==> config.mk <==
export PLATFORM = sky130hd
export DESIGN_NAME = if_fetch_stage
export DESIGN_NICKNAME = d
export VERILOG_FILES = /design/src/rtl/if_fetch_stage.sv
export SDC_FILE = /design/constraint.sdc
export NUM_CORES = 1
export LEC_CHECK = 0
export CAP_MARGIN = 20
export CORE_MARGIN = 2
export CORE_UTILIZATION = 40
export DETAILED_ROUTE_END_ITERATION = 8
export PLACE_DENSITY_LB_ADDON = 0.15
export SYNTH_ARGS = -nofsm -noshare
export SYNTH_HDL_FRONTEND = slang
export SYNTH_SLANG_ARGS = --single-unit
==> constraint.sdc <==
create_clock -name clk -period 4.7 [get_ports clk]
set_input_delay 0.47 -clock clk [delete_from_list [all_inputs] [get_ports clk]]
set_output_delay 0.47 -clock clk [all_outputs]
set_load 0.02 [all_outputs]
==> src/rtl/if_fetch_stage.sv <==
`default_nettype none
// ============================================================================
// Module   : if_fetch_stage
// Brief    : Instruction fetch stage. Owns the PC, issues in-order requests to
//            a variable-latency instruction memory, and buffers responses for
//            IF/ID.
// Revision : 1.0 - initial release
// ============================================================================

module if_fetch_stage #(
    parameter int DEPTH = 2,
    parameter int AW    = 8,
    parameter int DW    = 16
) (
    input  logic          clk,
    input  logic          rst,
    input  logic          freeze,
    input  logic          branch_taken,
    input  logic [AW-1:0] branch_addr,
    output logic          imem_req,
    output logic [AW-1:0] imem_addr,
    input  logic          imem_gnt,
    input  logic          imem_rvalid,
    input  logic [DW-1:0] imem_rdata,
    output logic [DW-1:0] instr_out,
    output logic [AW-1:0] pc_out,
    output logic          instr_valid
);

    localparam int CW = $clog2(DEPTH + 1);
    localparam int PW = $clog2(DEPTH);
    localparam logic [CW:0]   c_depth = (CW+1)'(DEPTH);
    localparam logic [CW-1:0] c_full  = CW'(DEPTH);
    localparam logic [CW-1:0] c_one_c = CW'(1);
    localparam logic [AW-1:0] c_one_a = AW'(1);
    localparam logic [PW-1:0] c_one_p = PW'(1);

    logic [AW-1:0] r_pc;
    logic [AW-1:0] r_resp_pc;
    logic [CW-1:0] r_outstanding;
    logic [CW-1:0] r_drop_cnt;
    logic [CW-1:0] r_count;
    logic [PW-1:0] r_wr_ptr;
    logic [PW-1:0] r_rd_ptr;
    logic [DW-1:0] r_instr_mem [DEPTH];
    logic [AW-1:0] r_npc_mem   [DEPTH];

    logic [CW:0]   w_live;
    logic [CW:0]   w_credit;
    logic [CW-1:0] w_out_less;
    logic [AW-1:0] w_npc;
    logic          w_grant;
    logic          w_drop;
    logic          w_accept;
    logic          w_push;
    logic          w_pop;

    // Credit: live (non-dropped) in-flight responses plus buffered entries
    // must always fit in the FIFO, so a returning response never overflows.
    assign w_live     = {1'b0, r_outstanding} - {1'b0, r_drop_cnt};
    assign w_credit   = w_live + {1'b0, r_count};
    assign imem_req   = !rst && !branch_taken
                        && ({1'b0, r_outstanding} < c_depth)
                        && (w_credit < c_depth);
    assign imem_addr  = r_pc;

    assign w_grant    = imem_req && imem_gnt;
    assign w_drop     = imem_rvalid && (r_drop_cnt != '0);
    assign w_accept   = imem_rvalid && (r_drop_cnt == '0);
    assign w_push     = w_accept && !branch_taken;
    assign w_pop      = (r_count != '0) && !freeze && !branch_taken;
    assign w_npc      = r_resp_pc + c_one_a;
    assign w_out_less = r_outstanding - (imem_rvalid ? c_one_c : '0);

    always_ff @(posedge clk or posedge rst) begin
        if (rst) begin
            r_pc          <= '0;
            r_resp_pc     <= '0;
            r_outstanding <= '0;
            r_drop_cnt    <= '0;
        end else if (branch_taken) begin
            // Everything still in flight after this cycle belongs to the old path.
            r_pc          <= branch_addr;
            r_resp_pc     <= branch_addr;
            r_outstanding <= w_out_less;
            r_drop_cnt    <= w_out_less;
        end else begin
            if (w_grant) begin
                r_pc <= r_pc + c_one_a;
            end
            if (w_accept) begin
                r_resp_pc <= w_npc;
            end
            if (w_grant && !imem_rvalid) begin
                r_outstanding <= r_outstanding + c_one_c;
            end else if (!w_grant && imem_rvalid) begin
                r_outstanding <= r_outstanding - c_one_c;
            end
            if (w_drop) begin
                r_drop_cnt <= r_drop_cnt - c_one_c;
            end
        end
    end

    always_ff @(posedge clk or posedge rst) begin
        if (rst) begin
            r_wr_ptr <= '0;
            r_rd_ptr <= '0;
            r_count  <= '0;
        end else if (branch_taken) begin
            r_wr_ptr <= '0;
            r_rd_ptr <= '0;
            r_count  <= '0;
        end else begin
            if (w_push) begin
                r_wr_ptr <= r_wr_ptr + c_one_p;
            end
            if (w_pop) begin
                r_rd_ptr <= r_rd_ptr + c_one_p;
            end
            if (w_push && !w_pop) begin
                r_count <= r_count + c_one_c;
            end else if (!w_push && w_pop) begin
                r_count <= r_count - c_one_c;
            end
        end
    end

    always_ff @(posedge clk) begin
        if (w_push) begin
            r_instr_mem[r_wr_ptr] <= imem_rdata;
            r_npc_mem[r_wr_ptr]   <= w_npc;
        end
    end

    assign instr_valid = (r_count != '0);
    assign instr_out   = instr_valid ? r_instr_mem[r_rd_ptr] : '0;
    assign pc_out      = instr_valid ? r_npc_mem[r_rd_ptr]   : '0;

    a_push_not_full: assert property (@(posedge clk) disable iff (rst)
        !(w_push && (r_count == c_full)));

endmodule

`default_nettype wire

==> flow_summary.ini, run 1 <==
[power]
pwr-share-comb_pct = 29.7
ir_drop_v = 0.000226
p_int_mw = 1.24
clkPwrFrac_pct = 25.4
leakage_nw = 1.53
switching_share_pct = 31.3
seq_power_share_pct = 44.9
switchingPower_mw = 0.567
power_density_nw_per_um2 = 422

[route]
drtIter0Drc = 79
vias = 2207
wl_per_cell_um = 13.9
met2_length_um = 2880
drt-met1-wl_um = 2930
routed.top_layer = met4
drt-pass1-iter-count = 4
finalWirelength_um = 6180
ant_nets = 0
viasPerCell = 4.95
remaining_drc_errors = 0
met3_length_um = 325

[critical_path]
critPathLaunchType = flop
cp_max_fo = 8
cp-end-kind = output port
path_class = flop to output port
crit_arrival_ns = 3.21
cp.required_ns = 4.23

[synthesis]
synth_edf_count = 48
synthCells = 267
synth.top_cells.by_area = edfxtp_1, dfrtp_1, mux2i_1
yosysTopAreaCell = edfxtp_1
yosysMostFrequentCell = edfxtp_1
ys.flop_type = edfxtp_1
syn_nets = 304
synth_area_per_cell_um2 = 12.4
syn-cell-area_um2 = 3320
async_reset_ff_share_pct = 33.3
synth_top_area_share_pct = 43.4
yosys_warnings = 0
ys_seq_elements = 72
yosysUniqueCellTypes = 40
ys_seq_area_share_pct = 61.4
synth_common_cells = edfxtp_1, nor2_1, mux2i_1

[final_layout]
drive_above_1_share_pct = 8.21
fillers = 703
area_delta_synth_final_pct = 29.3
final_area_um2 = 4300
final_nets = 374
multi_input_area_um2 = 1200
antenna_cells = 0
fin_cells = 446
register_area_um2 = 2040
utilization_pct = 52.8

[grt]
grt_use_total_pct = 14.2
antenna_found_initial = 0
grt_pass1_wl_um = 9830
grt_max_degree = 28
grt_overflow = 0
grt_pass1_vias = 2126

[run_status]
status = completed

[floorplan]
dieArea_um2 = 9050
num_io_pins = 64
die_h_um = 95.2
rows = 33
initial_core_util_pct = 40.9
coreArea_um2 = 8130
die_x_um = 95.2

[cts]
ctsLongestPathBuffers = 2
cts_resized = 0
cts.sink_count = 72
clockRootBuffer = clkbuf_8
clk_pin_slew_worst_paths_ns = 0.07
cts-htree-levels = 3
postCtsSetupRepairBufs = 0
cts_tree = done
clk_latency_ns = 0.34
numCtsBuffers = 9
cts_hold_buf = 0

[sta]
worstMarginPinSlew_ns = 0.645
setup_violations = 0
rsz0062_at_grt = false
fmax_ghz = 0.272
finalHoldViolCount = 0
max_slew_margin_pct = 56.7
fin_crit_ns = 3.68
setup-tns-final_ns = 0
fin_skew_ns = 0.00476
finalCritPeriodShare_pct = 78.3
slew_viol_final = 0

[job]
maxCapViolations = 0

[place]
dp.final_hpwl_um = 4120
gp_congestion = 0.815
placed_area_um2 = 4080
numPortBuffers = 63
placedCellCount = 429

[worst_hold_path]
holdCritPathClass = input port to async pin
## metal layers
layer,vias up,global-route usage (%)
met5,-,0
met2,58,23.9
li1,1092,-
met1,1052,17.8
met3,5,3.72
met4,0,4.59
## placed cells by master, fill, tap and decap left out, types with 2 or more instances in the layout
cell type and count:
buf_4 4, edfxtp_1 48, nor2_1 35, clkbuf_8 9, and3_1 3, buf_8 2, nor3_1 4, o21ai_0 11
nand3_1 5, fa_1 2, clkinv_2 2, nand2_1 15, a31oi_1 5, or3_1 2, clkdlybuf4s50_1 63, xnor2_1 15
nand2b_1 4, nand4_1 3, mux2i_1 25, a21oi_1 9, ha_1 5, dfrtp_1 24, inv_1 12, mux2_2 2
xor2_1 7
## path summary, 6_finish.rpt
| check | from | end | slack, ns | depth (start not counted) |
|---|---|---|---|---|
| worst max-delay path | r_outstanding[1]$_DFFE_PP0P_ | imem_req | 1.02 | 6 |
| worst min-delay path | rst | r_outstanding[1]$_DFFE_PP0P_ | 0.55 | 2 |
| worst max register to register | r_outstanding[1]$_DFFE_PP0P_ | imem_addr[5]$_DFFE_PP0P_ | 1.69 | 7 |
| worst min register to register | r_drop_cnt[1]$_DFFE_PP0P_ | r_drop_cnt[1]$_DFFE_PP0P_ | 0.56 | 2 |
| max in group asynchronous | rst | r_resp_pc[5]$_DFFE_PP0P_ | 3.69 | 3 |
| min in group clk | r_drop_cnt[1]$_DFFE_PP0P_ | r_drop_cnt[1]$_DFFE_PP0P_ | 0.56 | 2 |
## cell type report
type	count	area share, %
clock inverter	6	1.40
tap	105	3.06
timing repair buffer	69	16.1
sequential	72	47.5
clock buffer	9	2.88
inverter	12	1.05
multi-input combinational	173	28.0
## state kept, by name (all words and copies together) (netlist names)
name	flops
r_instr_mem	32
r_npc_mem	16
imem_addr	8
r_resp_pc	8
r_count	2
r_drop_cnt	2
r_outstanding	2
r_rd_ptr	1
r_wr_ptr	1
## power by group through the flow
stage	combinational, mW	sequential, mW	clock, mW
CTS	0.540	0.814	0.471
global route	0.598	0.822	0.501
detailed placement	0.536	0.827	0
global placement	0.530	0.824	0
floorplan	0.356	0.826	0
finish	0.538	0.813	0.461
## through the flow
stage / worst slack, ns / total power, mW / hold WS (ns)
finish: 1.02 / 1.81 / 0.545
global route: 0.837 / 1.92 / 0.567
detailed placement: 1.40 / 1.36 / 0.559
floorplan: 1.45 / 1.18 / 0.485
CTS: 0.996 / 1.82 / 0.578
global placement: 1.41 / 1.35 / 0.536
## worst max-delay path: stages (launching register included)
cell             delay [ns]
dfrtp_1                0.47
fa_1                   0.55
inv_1                  0.05
fa_1                   0.42
xnor2_1                0.55
and2_1                 0.23
clkdlybuf4s50_1        0.60
## logic make-up after synthesis
| group | synth area share [%] |
|---|---|
| simple gates | 12.6 |
| flops | 61.4 |
| compound gates | 6.14 |
| mux | 8.21 |
| xor+xnor | 5.80 |
| buf+inv | 2.71 |
| fa+ha+maj | 3.09 |
(Power assumes the default switching activity.)
==> run 2, diff against run 1 <==
==> constraint.sdc (replaced) <==
create_clock -name clk -period 3.25 [get_ports clk]
set_input_delay 0.325 -clock clk [delete_from_list [all_inputs] [get_ports clk]]
set_output_delay 0.325 -clock clk [all_outputs]
set_load 0.02 [all_outputs]
==> flow_summary.ini, run 2 (synthesized netlist as in run 1, its figures left out) <==
[route]
ant_nets = 0
drt-pass1-iter-count = 4
wl_per_cell_um = 13.9
drtIter0Drc = 113
remaining_drc_errors = 0
viasPerCell = 4.92
vias = 2216
finalWirelength_um = 6240

[floorplan]
coreArea_um2 = 8130
dieArea_um2 = 9050
initial_core_util_pct = 40.9
rows = 33
num_io_pins = 64
die_h_um = 95.2
die_x_um = 95.2

[sta]
setup-tns-final_ns = 0
max_slew_margin_pct = 33.8
finalCritPeriodShare_pct = 91.0
fin_skew_ns = 0.00829
holdWs_ns = 0.568
worstMarginPinSlew_ns = 0.991
rsz0062_at_grt = false
slew_viol_final = 0
fmax_ghz = 0.338
fin_crit_ns = 2.96
finalHoldViolCount = 0
setup_violations = 0

[worst_hold_path]
holdCritPathClass = flop to flop

[final_layout]
largest_reg_flops = 32
fin_cells = 450
area_delta_synth_final_pct = 29.6
top_register = r_instr_mem
final_area_um2 = 4310
final_nets = 377
reg_top3 = r_instr_mem: 32 flops, r_npc_mem: 16 flops
final_common_cell = clkdlybuf4s50_1
drive_above_1_share_pct = 8.99
antenna_cells = 0
final_cell_mix = clkdlybuf4s50_1, edfxtp_1, nor2_1, mux2i_1, dfrtp_1

[cts]
clk_latency_ns = 0.33
clk_pin_slew_worst_paths_ns = 0.08
cts_hold_buf = 0
cts-htree-levels = 3
ctsLongestPathBuffers = 2
cts.sink_count = 72
numCtsBuffers = 9
postCtsSetupRepairBufs = 0
clockRootBuffer = clkbuf_8
cts_tree = done

[place]
gp_congestion = 0.913
placed_area_um2 = 4120
dp.final_hpwl_um = 4150
numPortBuffers = 63
placedCellCount = 434

[power]
ir_drop_v = 0.000416
leakage_nw = 1.55
power_density_nw_per_um2 = 618

[critical_path]
critPathLaunchType = flop
crit_chain = fa_1 > inv_1 > fa_1 > nor4b_4 > and2_1 > dlygate4sd2_1
r2r_slack_ns = 0.35
crit_arrival_ns = 2.63
cp.required_ns = 2.92
slowest_stage = fa_1
path_class = flop to output port
slowest_delay_ns = 0.56
cp-end-kind = output port
cp_common_cell = fa_1
cp_max_fo = 4

[job]
maxCapViolations = 0

[grt]
grt_pass1_vias = 2177
grt_use_total_pct = 14.7
grt_max_degree = 28
antenna_found_initial = 0
grt_pass1_wl_um = 10100
grt_overflow = 0

[run_status]
status = completed
-- run 2: critical path: cells and delay by family, from the launching register on --
family | cells | cell delay [ns]
fa+ha+maj | 2 | 1.10
buf+inv | 2 | 0.38
flops | 1 | 0.46
simple gates | 2 | 0.37
-- run 2: routing by layer --
metal	vias up	GRT usage, %	wire length (µm)
li1	1105	-	-
met1	1047	19.6	2980
met2	62	23.1	2890
met3	2	4.19	334
met4	0	5.19	32
met5	-	0	0
-- run 2: repair_timing --
action | in CTS | in global routing
setup endpoints to repair | 1 | 0
endpoints found under the hold margin | 0 | 0
resized for setup | 1 | 0
-- run 2: final timing paths --
| kind | cells past startpoint | endpoint | startpoint |
|---|---|---|---|
| setup / recovery | 6 | imem_req | r_outstanding[1]$_DFFE_PP0P_ |
| hold / removal | 2 | r_drop_cnt[1]$_DFFE_PP0P_ | r_drop_cnt[1]$_DFFE_PP0P_ |
| setup reg to reg | 8 | imem_addr[5]$_DFFE_PP0P_ | r_outstanding[1]$_DFFE_PP0P_ |
| hold reg to reg | 2 | r_drop_cnt[1]$_DFFE_PP0P_ | r_drop_cnt[1]$_DFFE_PP0P_ |
| max in group asynchronous | 2 | imem_addr[1]$_DFFE_PP0P_ | rst |
| min in group asynchronous | 2 | r_outstanding[1]$_DFFE_PP0P_ | rst |
-- run 2: where the power goes --
group,internal (mW),leakage (nW),switching [mW]
sequential,1.09,0.723,0.0816
clock,0.351,0.0937,0.325
combinational,0.387,0.730,0.425
total,1.83,1.55,0.832
-- run 2: per-stage QoR --
stage          total power [mW]  utilization, %  setup slack (ns)
2_1_floorplan              1.71               -           0.00115
3_3_place_gp               2.00            50.7             0.382
3_5_place_dp               2.02            50.7             0.347
4_1_cts                    2.70            52.9             0.258
5_1_grt                    2.84            52.9             0.153
6_report                   2.66            52.9             0.293
-- run 2: cell type report --
| cell class | instances | area, µm² |
|---|---|---|
| clock inverters | 6 | 60.1 |
| flip-flops and latches | 72 | 2040 |
| fillers | 708 | 3830 |
| multi-input cells | 173 | 1200 |
| well taps | 105 | 131 |
| repair buffers | 72 | 697 |
| inverters | 12 | 45.0 |
| clock buffers | 10 | 128 |
==> run 3, diff against run 2 <==
--- a/config.mk
+++ b/config.mk
@@ -5,11 +5,13 @@
 export SDC_FILE = /design/constraint.sdc
 export NUM_CORES = 1
 export LEC_CHECK = 0
+export ABC_AREA = 1
 export CAP_MARGIN = 20
 export CORE_MARGIN = 2
 export CORE_UTILIZATION = 40
 export DETAILED_ROUTE_END_ITERATION = 8
 export PLACE_DENSITY_LB_ADDON = 0.15
+export SKIP_LAST_GASP = 1
 export SYNTH_ARGS = -nofsm -noshare
 export SYNTH_HDL_FRONTEND = slang
 export SYNTH_SLANG_ARGS = --single-unit
==> flow_summary.ini, run 3 <==
[cts]
cts_tree = done
numCtsBuffers = 9
cts.sink_count = 72
clk_pin_slew_worst_paths_ns = 0.08
cts_hold_buf = 0
cts-htree-levels = 3
clockRootBuffer = clkbuf_8
clk_latency_ns = 0.34
ctsLongestPathBuffers = 2

[place]
placedCellCount = 496
placed_area_um2 = 4080
numPortBuffers = 63
dp.final_hpwl_um = 4710
gp_congestion = 0.807

[synthesis]
ys_seq_elements = 72
yosysUniqueCellTypes = 31
yosysTopAreaCell = edfxtp_1
synth_area_per_cell_um2 = 9.97
syn_nets = 368
yosys_warnings = 0
synth.top_cells.by_area = edfxtp_1, dfrtp_1, nand2_1
ys_seq_area_share_pct = 61.9
yosysMostFrequentCell = nand2_1
ys.flop_type = edfxtp_1
synth_common_cells = nand2_1, edfxtp_1, a21oi_1, nor2_1, inv_1
async_reset_ff_share_pct = 33.3
synth_edf_count = 48
syn-cell-area_um2 = 3300
synthCells = 331
synth_top_area_share_pct = 43.7

[critical_path]
critPathLaunchType = flop
cp.required_ns = 2.92
crit_chain = fa_1 > inv_1 > fa_1 > inv_1 > nor2_1 > nand2_1 > nor2_1 > dlygate4sd2_1
worst_r2r_endpoint = imem_addr[0]$_DFFE_PP0P_
cp_num_buf_inv = 3
r2r-start = r_outstanding[1]$_DFFE_PP0P_
crit_arrival_ns = 2.62
slowest_delay_ns = 0.56
path_class = flop to output port
slowest_stage = fa_1
cp-end-kind = output port
critPathTopFamily = adder cells
r2r_cells = 10
r2r_slack_ns = 0.75
cp_max_fo = 7

[final_layout]
final_cell_mix = nand2_1, clkdlybuf4s50_1, edfxtp_1, a21oi_1, inv_1
antenna_cells = 0
final_common_cell = nand2_1
area_delta_synth_final_pct = 29.4
fin_cells = 512
reg_top3 = r_instr_mem: 32 flops, r_npc_mem: 16 flops
final_nets = 439
drive_above_1_share_pct = 8.60
top_register = r_instr_mem
largest_reg_flops = 32
final_area_um2 = 4270

[sta]
fin_crit_ns = 2.94
worstMarginPinSlew_ns = 0.667
setup-tns-final_ns = 0
fmax_ghz = 0.340
rsz0062_at_grt = false
max_slew_margin_pct = 55.4
setup_violations = 0
slew_viol_final = 0
finalCritPeriodShare_pct = 90.6
fin_skew_ns = 0.00757
finalHoldViolCount = 0

[route]
ant_nets = 0
drtIter0Drc = 71
remaining_drc_errors = 0
wl_per_cell_um = 13.6
viasPerCell = 4.85
vias = 2481
finalWirelength_um = 6950
drt-pass1-iter-count = 4

[floorplan]
initial_core_util_pct = 40.8
coreArea_um2 = 8090
die_x_um = 94.8
dieArea_um2 = 8990
num_io_pins = 64
die_h_um = 94.8
rows = 33

[power]
ir_drop_v = 0.000294
power_density_nw_per_um2 = 688
leakage_nw = 1.68

[grt]
grt_overflow = 0
grt_use_total_pct = 16.6
antenna_found_initial = 0
grt_pass1_wl_um = 11400
grt_pass1_vias = 2506
grt_max_degree = 28

[job]
maxCapViolations = 0

[worst_hold_path]
holdCritPathClass = input port to async pin

[run_status]
status = completed
## run 3: how the worst max path moves through the flow
stage / start / endpoint / depth (start not counted)
5_1_grt: r_outstanding[1]$_DFFE_PP0P_ / imem_req / 8
4_1_cts: r_outstanding[1]$_DFFE_PP0P_ / imem_req / 8
3_5_place_dp: r_outstanding[1]$_DFFE_PP0P_ / imem_req / 8
3_3_place_gp: r_outstanding[1]$_DFFE_PP0P_ / imem_req / 8
2_1_floorplan: r_outstanding[1]$_DFFE_PP0P_ / r_outstanding[1]$_DFFE_PP0P_ / 12
6_report: r_outstanding[1]$_DFFE_PP0P_ / imem_req / 8
## run 3: layer usage
layer  up-vias  global-route usage [%]  part of all wire (%)
li1       1258                       -                     -
met1      1160                    20.2                    46
met2        58                    28.6                    49
met3         5                    4.71                   5.1
met4         0                    4.71                  0.78
met5         -                       0                     0
## run 3: per-stage QoR
| stage | total power, mW | util [%] | hold slack [ns] | worst slack (ns) |
|---|---|---|---|---|
| after floorplan | 1.87 | - | 0.356 | 0.754 |
| after global placement | 2.26 | 50.4 | 0.505 | 0.395 |
| after detailed placement | 2.28 | 50.4 | 0.512 | 0.391 |
| after CTS | 2.98 | 52.8 | 0.432 | 0.275 |
| after global routing | 3.14 | 52.8 | 0.474 | 0.149 |
| final | 2.94 | 52.8 | 0.434 | 0.305 |
## run 3: cells by family (layout without fill, tap and decap cells)
family | Yosys count | after routing | share of synthesized area (%)
adder cells (fa/ha/maj) | 7 | 7 | 3.11
AO/OA/AOI/OAI | 49 | 49 | 8.15
buffers and inverters | 37 | 113 | 4.36
flip-flops | 72 | 72 | 61.9
XOR/XNOR | 8 | 8 | 2.12
AND/OR/NAND/NOR | 158 | 158 | 20.4
## run 3: where the power goes
group	internal, mW	leakage (nW)	switching (mW)
registers	1.11	0.726	0.0828
logic	0.430	0.862	0.620
clock network	0.359	0.0968	0.340
## run 3: worst register-to-register path: stages (launching register included)
cell and delay (ns):
dfrtp_1 0.47, fa_1 0.56, inv_1 0.05, fa_1 0.56, nand2_1 0.10, nor2_4 0.14
nand3_4 0.14, nand2_2 0.15, inv_2 0.07, nand2_1 0.06, o211ai_1 0.08
## run 3: cell type report
| cell class | instances | area (µm²) |
|---|---|---|
| clock buffer | 10 | 128 |
| clock inverter | 6 | 68.8 |
| fill | 759 | 3820 |
| inverter | 28 | 108 |
| multi-input combinational | 222 | 1120 |
| sequential | 72 | 2040 |
| tap | 105 | 131 |
| timing repair buffer | 69 | 674 |
## run 3: repair_timing
action | 4_1_cts | 5_1_grt
setup endpoints to repair | 1 | 0
resized for setup | 1 | 0
setup buffers | 0 | 0
